`src/rtl/conv_pkg.sv`:
```
// Shared constants and state type for the convolution-engine feeder.
// Latency: n/a (package only).
// Backpressure: n/a (package only).
package conv_pkg;

    localparam int DATA_W      = 16;
    localparam int KERN_N      = 9;
    localparam int PIX_N       = 49;
    localparam int RES_N       = 25;
    localparam int FRAME_N     = KERN_N + PIX_N;
    localparam int TIMEOUT_DEF = 255;

    // Index width covers 0..FRAME_N, count width covers 0..RES_N.
    localparam int IDX_W = 6;
    localparam int CNT_W = 5;

    typedef enum logic [1:0] {
        IDLE = 2'd0,
        SEND = 2'd1,
        WAIT = 2'd2,
        DONE = 2'd3
    } feed_state_t;

endpackage

```
`src/rtl/conv_word_buf.sv`:
```
// Depth x width register file: one synchronous write port, one combinational read port.
// Latency: write visible on the read port the cycle after the write edge; read is combinational.
// Backpressure: none; out-of-range writes are dropped and out-of-range reads return zero.
module conv_word_buf #(
    parameter int DEPTH = 58,
    parameter int WIDTH = 16,
    parameter int AW    = 6
) (
    input  logic             clk,
    input  logic             we,
    input  logic [AW-1:0]    waddr,
    input  logic [WIDTH-1:0] wdata,
    input  logic [AW-1:0]    raddr,
    output logic [WIDTH-1:0] rdata
);

    localparam logic [AW:0] LIMIT = (AW + 1)'(DEPTH);

    logic [WIDTH-1:0] mem [DEPTH];

    // Storage is deliberately not reset; contents survive a reset pulse.
    always_ff @(posedge clk) begin
        if (we && ({1'b0, waddr} < LIMIT)) begin
            mem[waddr] <= wdata;
        end
    end

    assign rdata = ({1'b0, raddr} < LIMIT) ? mem[raddr] : '0;

endmodule

```
`src/rtl/conv_stream_feeder.sv`:
```
// Buffers a kernel+picture frame, streams it to the conv engine as one 58-cycle burst, collects results.
// Latency: first word on con_data the cycle after start; done at least 60 cycles after start.
// Backpressure: none; burst is never stalled, results beyond RES_N and host inputs while busy are dropped.
module conv_stream_feeder
    import conv_pkg::*;
#(
    parameter int TIMEOUT = TIMEOUT_DEF
) (
    input  logic              clk,
    input  logic              rst_n,
    input  logic              wr_en,
    input  logic [IDX_W-1:0]  wr_addr,
    input  logic [DATA_W-1:0] wr_data,
    input  logic              start,
    output logic              busy,
    output logic              done,
    output logic              err,
    output logic [CNT_W-1:0]  res_cnt,
    output logic              con_ena,
    output logic [DATA_W-1:0] con_data,
    input  logic              res_valid,
    input  logic              res_finish,
    input  logic [DATA_W-1:0] res_data,
    input  logic [CNT_W-1:0]  rd_addr,
    output logic [DATA_W-1:0] rd_data
);

    localparam int               TMO_W    = $clog2(TIMEOUT + 1);
    localparam logic [TMO_W-1:0] TMO_MAX  = TMO_W'(TIMEOUT);
    localparam logic [IDX_W-1:0] IDX_END  = IDX_W'(FRAME_N);
    localparam logic [CNT_W-1:0] CNT_FULL = CNT_W'(RES_N);

    feed_state_t       state;
    feed_state_t       state_nxt;
    logic [IDX_W-1:0]  idx;       // next word to present during SEND
    logic [TMO_W-1:0]  tmo;
    logic [IDX_W-1:0]  in_raddr;
    logic [DATA_W-1:0] in_rdata;
    logic              launch;
    logic              in_we;
    logic              capture;

    assign launch  = (state == IDLE) && start;
    assign in_we   = (state == IDLE) && wr_en && (wr_addr < IDX_END);
    assign capture = ((state == SEND) || (state == WAIT)) && res_valid && (res_cnt < CNT_FULL);

    // In IDLE the read port sits on word 0 so the launch edge can register it directly.
    assign in_raddr = (state == SEND) ? idx : '0;

    conv_word_buf #(
        .DEPTH (FRAME_N),
        .WIDTH (DATA_W),
        .AW    (IDX_W)
    ) in_buf (
        .clk   (clk),
        .we    (in_we),
        .waddr (wr_addr),
        .wdata (wr_data),
        .raddr (in_raddr),
        .rdata (in_rdata)
    );

    conv_word_buf #(
        .DEPTH (RES_N),
        .WIDTH (DATA_W),
        .AW    (CNT_W)
    ) res_buf (
        .clk   (clk),
        .we    (capture),
        .waddr (res_cnt),
        .wdata (res_data),
        .raddr (rd_addr),
        .rdata (rd_data)
    );

    // State register.
    always_ff @(posedge clk or negedge rst_n) begin
        if (!rst_n) begin
            state <= IDLE;
        end else begin
            state <= state_nxt;
        end
    end

    // Next-state: SEND runs to the last word unconditionally, WAIT leaves on the first exit cause.
    always_comb begin
        state_nxt = state;
        case (state)
            IDLE: if (launch) state_nxt = SEND;
            SEND: if (idx == IDX_END) state_nxt = WAIT;
            WAIT: if (res_finish || (res_cnt == CNT_FULL) || (tmo == TMO_MAX)) state_nxt = DONE;
            DONE: state_nxt = IDLE;
            default: state_nxt = IDLE;
        endcase
    end

    // Frame counters, result count and sticky timeout flag; all restart on an accepted start.
    always_ff @(posedge clk or negedge rst_n) begin
        if (!rst_n) begin
            idx     <= '0;
            tmo     <= '0;
            res_cnt <= '0;
            err     <= 1'b0;
        end else if (launch) begin
            idx     <= IDX_W'(1);
            tmo     <= '0;
            res_cnt <= '0;
            err     <= 1'b0;
        end else begin
            if (state == SEND) begin
                idx <= idx + 1'b1;
            end
            if (state == WAIT) begin
                tmo <= res_valid ? '0 : tmo + 1'b1;
            end
            if (capture) begin
                res_cnt <= res_cnt + 1'b1;
            end
            if ((state == WAIT) && (tmo == TMO_MAX)) begin
                err <= 1'b1;
            end
        end
    end

    // Registered outputs derived from the state being entered, so they align with the new state.
    always_ff @(posedge clk or negedge rst_n) begin
        if (!rst_n) begin
            busy     <= 1'b0;
            done     <= 1'b0;
            con_ena  <= 1'b0;
            con_data <= '0;
        end else begin
            busy     <= (state_nxt != IDLE);
            done     <= (state_nxt == DONE);
            con_ena  <= (state_nxt == SEND);
            con_data <= (state_nxt == SEND) ? in_rdata : '0;
        end
    end

endmodule

```
`config.mk`:
```
export PLATFORM = sky130hd
export DESIGN_NAME = conv_stream_feeder
export DESIGN_NICKNAME = d
export VERILOG_FILES = /design/src/rtl/conv_pkg.sv /design/src/rtl/conv_word_buf.sv /design/src/rtl/conv_stream_feeder.sv
export SDC_FILE = /design/constraint.sdc
export NUM_CORES = 2
export LEC_CHECK = 0
export BUFFER_PORTS_ARGS = -buffer_cell sky130_fd_sc_hd__buf_2
export CAP_MARGIN = 25
export CORE_MARGIN = 2
export CORE_UTILIZATION = 35
export CTS_CLUSTER_DIAMETER = 30
export DETAILED_ROUTE_END_ITERATION = 12
export GPL_ROUTABILITY_DRIVEN = 1
export SETUP_SLACK_MARGIN = 0.5
export SYNTH_ARGS = -nofsm -noshare
export SYNTH_HDL_FRONTEND = slang
export SYNTH_SLANG_ARGS = --single-unit
```
`constraint.sdc`:
```
create_clock -name clk -period 3.75 [get_ports clk]
set_clock_uncertainty 0.2 [all_clocks]
set_input_delay 0 -clock clk [delete_from_list [all_inputs] [get_ports clk]]
set_output_delay 0 -clock clk [all_outputs]
set_load 0.01 [all_outputs]
```
==> run_results.csv <==
group,metric,value,unit
drt,dr.pass1.iters,5,
power,power.density,732,nW/um2
drt,drc,0,
clock_network,cts.sinks,1369,
sta,finalSetupViolCount,0,
run,drv_cap,0,
cells_and_area,final_area,67000,um2
global_routing,overflow,0,
yosys,yosysWarnings,0,
global_routing,grt_max_degree,63,
cells_and_area,num-fill-cells,13476,
global_routing,grt.met2_usage,30.8,%
sta,setup_slack,0.425,ns
floorplan,start_util,35.3,%
sta,hold_violations,0,
drt,antenna_left,0,
yosys,ys_seq_elements,1369,
clock_network,cts_tree,"done",
yosys,syn_area_per_cell,17.9,um2
sta,rsz0062_at_grt,"true",
clock_network,clk_path_buf_depth,3,
yosys,syn_inst,3044,
placement,place_ws,0.272,ns
cells_and_area,final_common_cell,"edfxtp_1",
global_routing,grt_use_total,19.7,%
clock_network,clockRootBuffer,"clkbuf_16",
sta,fin_crit,3.33,ns
global_routing,grtUsageMet1,25.8,%
global_routing,grt.busiest_layer,"met2",
placement,port_buffers,89,
power,p_leak,22.5,nW
worst_hold_path,hold_path.class,"in -> reg",
floorplan,die_h,398,um
cells_and_area,final_core_util,43.5,%
placement,place_area,58000,um2
yosys,ys_seq_area_share,75.1,%
sta,whs,0.0410,ns
yosys,synth_cell_types,88,
drt,num_vias,31495,
clock_network,clk_latency,0.85,ns
worst_hold_path,hold_depth,5,
sta,slew_headroom,26.9,%
drt,drt_iter0_drc,3495,
worst_setup_path,path_class,"reg -> reg",
placement,dp_hpwl,95800,um
floorplan,die_x,398,um
floorplan,rows,144,
sta,period_share,88.7,%
yosys,syn-cell-area,54400,um2
clock_network,path_clk_slew,0.05,ns
worst_hold_path,hold_path_startpoint,"res_valid",
placement,place.gp.congestion,0.952,
worst_setup_path,regToRegSetupSlack,0.42,ns
cells_and_area,final_cell_mix,"edfxtp_1 (1328), clkbuf_16 (232), buf_4 (191)",
clock_network,htree_levels,4,
clock_network,numCtsBuffers,232,
worst_setup_path,cp_max_fo,22,
yosys,syn_nets,3104,
cells_and_area,syn_to_final_growth,23.1,%
floorplan,io_pins,90,
global_routing,use_met3,4.63,%
sta,tightest_slew,1.10,ns
worst_setup_path,worstPathRequired,4.24,ns
worst_setup_path,setup.worst_path.start,"idx[0]",
worst_setup_path,cp-start-kind,"register",
sta,fin_tns_setup,0,ns
cells_and_area,antenna_cells,0,
worst_hold_path,hold_path_end,"tmo[3]",
sta,slew_violations,0,
yosys,synth_edf_count,1328,
global_routing,antenna_found_initial,10,
yosys,synthFlopType,"edfxtp_1",
drt,routedWlPerCell,27.6,um
sta,max_freq,301,MHz
worst_setup_path,reg2reg_from,"idx[0]",
power,max-vdd-ir-drop,0.000529,V
worst_setup_path,endpoint_kind,"register",
worst_setup_path,crit_arrival,3.82,ns
global_routing,grt_pass1_wl,225000,um
cells_and_area,drive_above_1_share,25.9,%
global_routing,grt_pass1_vias,31448,
floorplan,die-area,159000,um2
drt,wl,158000,um
worst_setup_path,r2r-end,"con_data[2]",
drt,via_per_inst,5.52,
run_status,outcome,"finished clean",
worst_setup_path,rr_worst_depth,6,
floorplan,core-area,154000,um2
yosys,synthArstFlopShare,2.99,%
cells_and_area,nNetsFinal,3516,
what timing repair did:
item / 4_1_cts / 5_1_grt
setup buffers: 0 / 3
hold buffers: 72 / 1
hold endpoints to repair: 2291 / 16
endpoints found under the setup margin: 4 / 54
gates resized for setup: 6 / 10
through the flow:
| step | power, mW | std cells |
|---|---|---|
| 6_report | 49.1 | 5704 |
| 5_1_grt | 50.4 | 5704 |
| 4_1_cts | 49.1 | 5699 |
| 3_5_place_dp | 27.4 | 5189 |
| 3_3_place_gp | 27.4 | 5187 |
| 2_1_floorplan | 23.5 | 3044 |
final cells by class:
cell class              instances  area (um2)  share of cell area, %
clock buffers                 252        5910                   8.82
clock inverters               186        2270                   3.39
inverters                      17        63.8                 0.0952
multi-input cells            1460       12200                   18.3
flip-flops and latches       1369       40900                   61.1
well taps                    2044        2560                   3.82
repair buffers                376        3060                   4.56
state kept, by name, summed over array words and instances (netlist names), 2 cells and up:
name and cells:
con_data 16, idx 6, in_buf.mem 928, res_buf.mem 400
res_cnt 5, state 2, tmo 8
worst max-delay path: stages (launching register included):
cell and delay (ns):
dfrtp_4 0.65, nand2_4 0.38, buf_4 0.41, o22ai_1 0.14, a221oi_1 0.59, o221ai_1 0.45, a311oi_1 0.37
cells in the mapped netlist, drive strengths merged, types with 4 or more instances:
library cell / count / area (um2)
nand4: 6 / 37.5
o21ai: 106 / 534
a31oi: 29 / 181
inv: 16 / 60.1
nand3b: 9 / 80.1
mux2: 39 / 439
nand3: 20 / 100
nor2b: 54 / 338
xor2: 9 / 78.8
mux2i: 175 / 1750
buf: 148 / 1170
o221a: 4 / 45.0
a221oi: 24 / 223
a211o: 8 / 70.1
nand2: 187 / 714
dfrtp: 41 / 1030
a2111oi: 8 / 70.1
edfxtp: 1328 / 39900
nor2: 183 / 694
a221o: 11 / 110
nor3b: 4 / 35.0
o31ai: 4 / 30.0
and3: 15 / 93.8
a211oi: 47 / 353
o211a: 4 / 40.0
ha: 11 / 138
mux4: 154 / 3470
o221ai: 52 / 455
clkbuf: 50 / 190
o21a: 7 / 52.6
or3b: 4 / 35.0
and2: 11 / 68.8
o22a: 10 / 87.6
o22ai: 72 / 450
o2111ai: 8 / 70.1
a311oi: 25 / 231
a21oi: 84 / 420
or3: 9 / 56.3
nand2b: 13 / 83.8
nor3: 7 / 35.0
routing by layer:
metal	up-vias	wire (um)
li1	13211	-
met1	16169	61500
met2	1715	73300
met3	396	14700
met4	4	8030
met5	-	28
power by group:
part           switching, mW  internal, mW  total [mW]  leakage [nW]
Clock                   7.82          13.8        21.6          3.91
Sequential             0.358          17.1        17.4          12.5
Combinational           6.63          3.41        10.0          6.14
worst max-delay path by stage:
stage,to,slack [ns]
after detailed placement,con_data[9],0.27
after floorplan,res_buf.mem[15][0],0.95
after global routing,con_data[9],0.49
final,con_data[2],0.42
after global placement,con_data[4],0.17
after CTS,con_data[9],0.48
logic make-up (layout without fill, tap and decap cells):
logic type                 Yosys count  after routing  share of synthesized area, %
DFF                               1369           1369                          75.1
AOI/OAI and AO/OA                  539            539                          6.92
and+or+nand+nor                    532            532                          4.51
muxes                              368            368                          10.4
buffers and inverters              215            831                          2.61
adders and majority gates           11             11                         0.253
xor gates and xnor gates            10             10                         0.161
No activity file was read; power rests on OpenSTA's default activity.
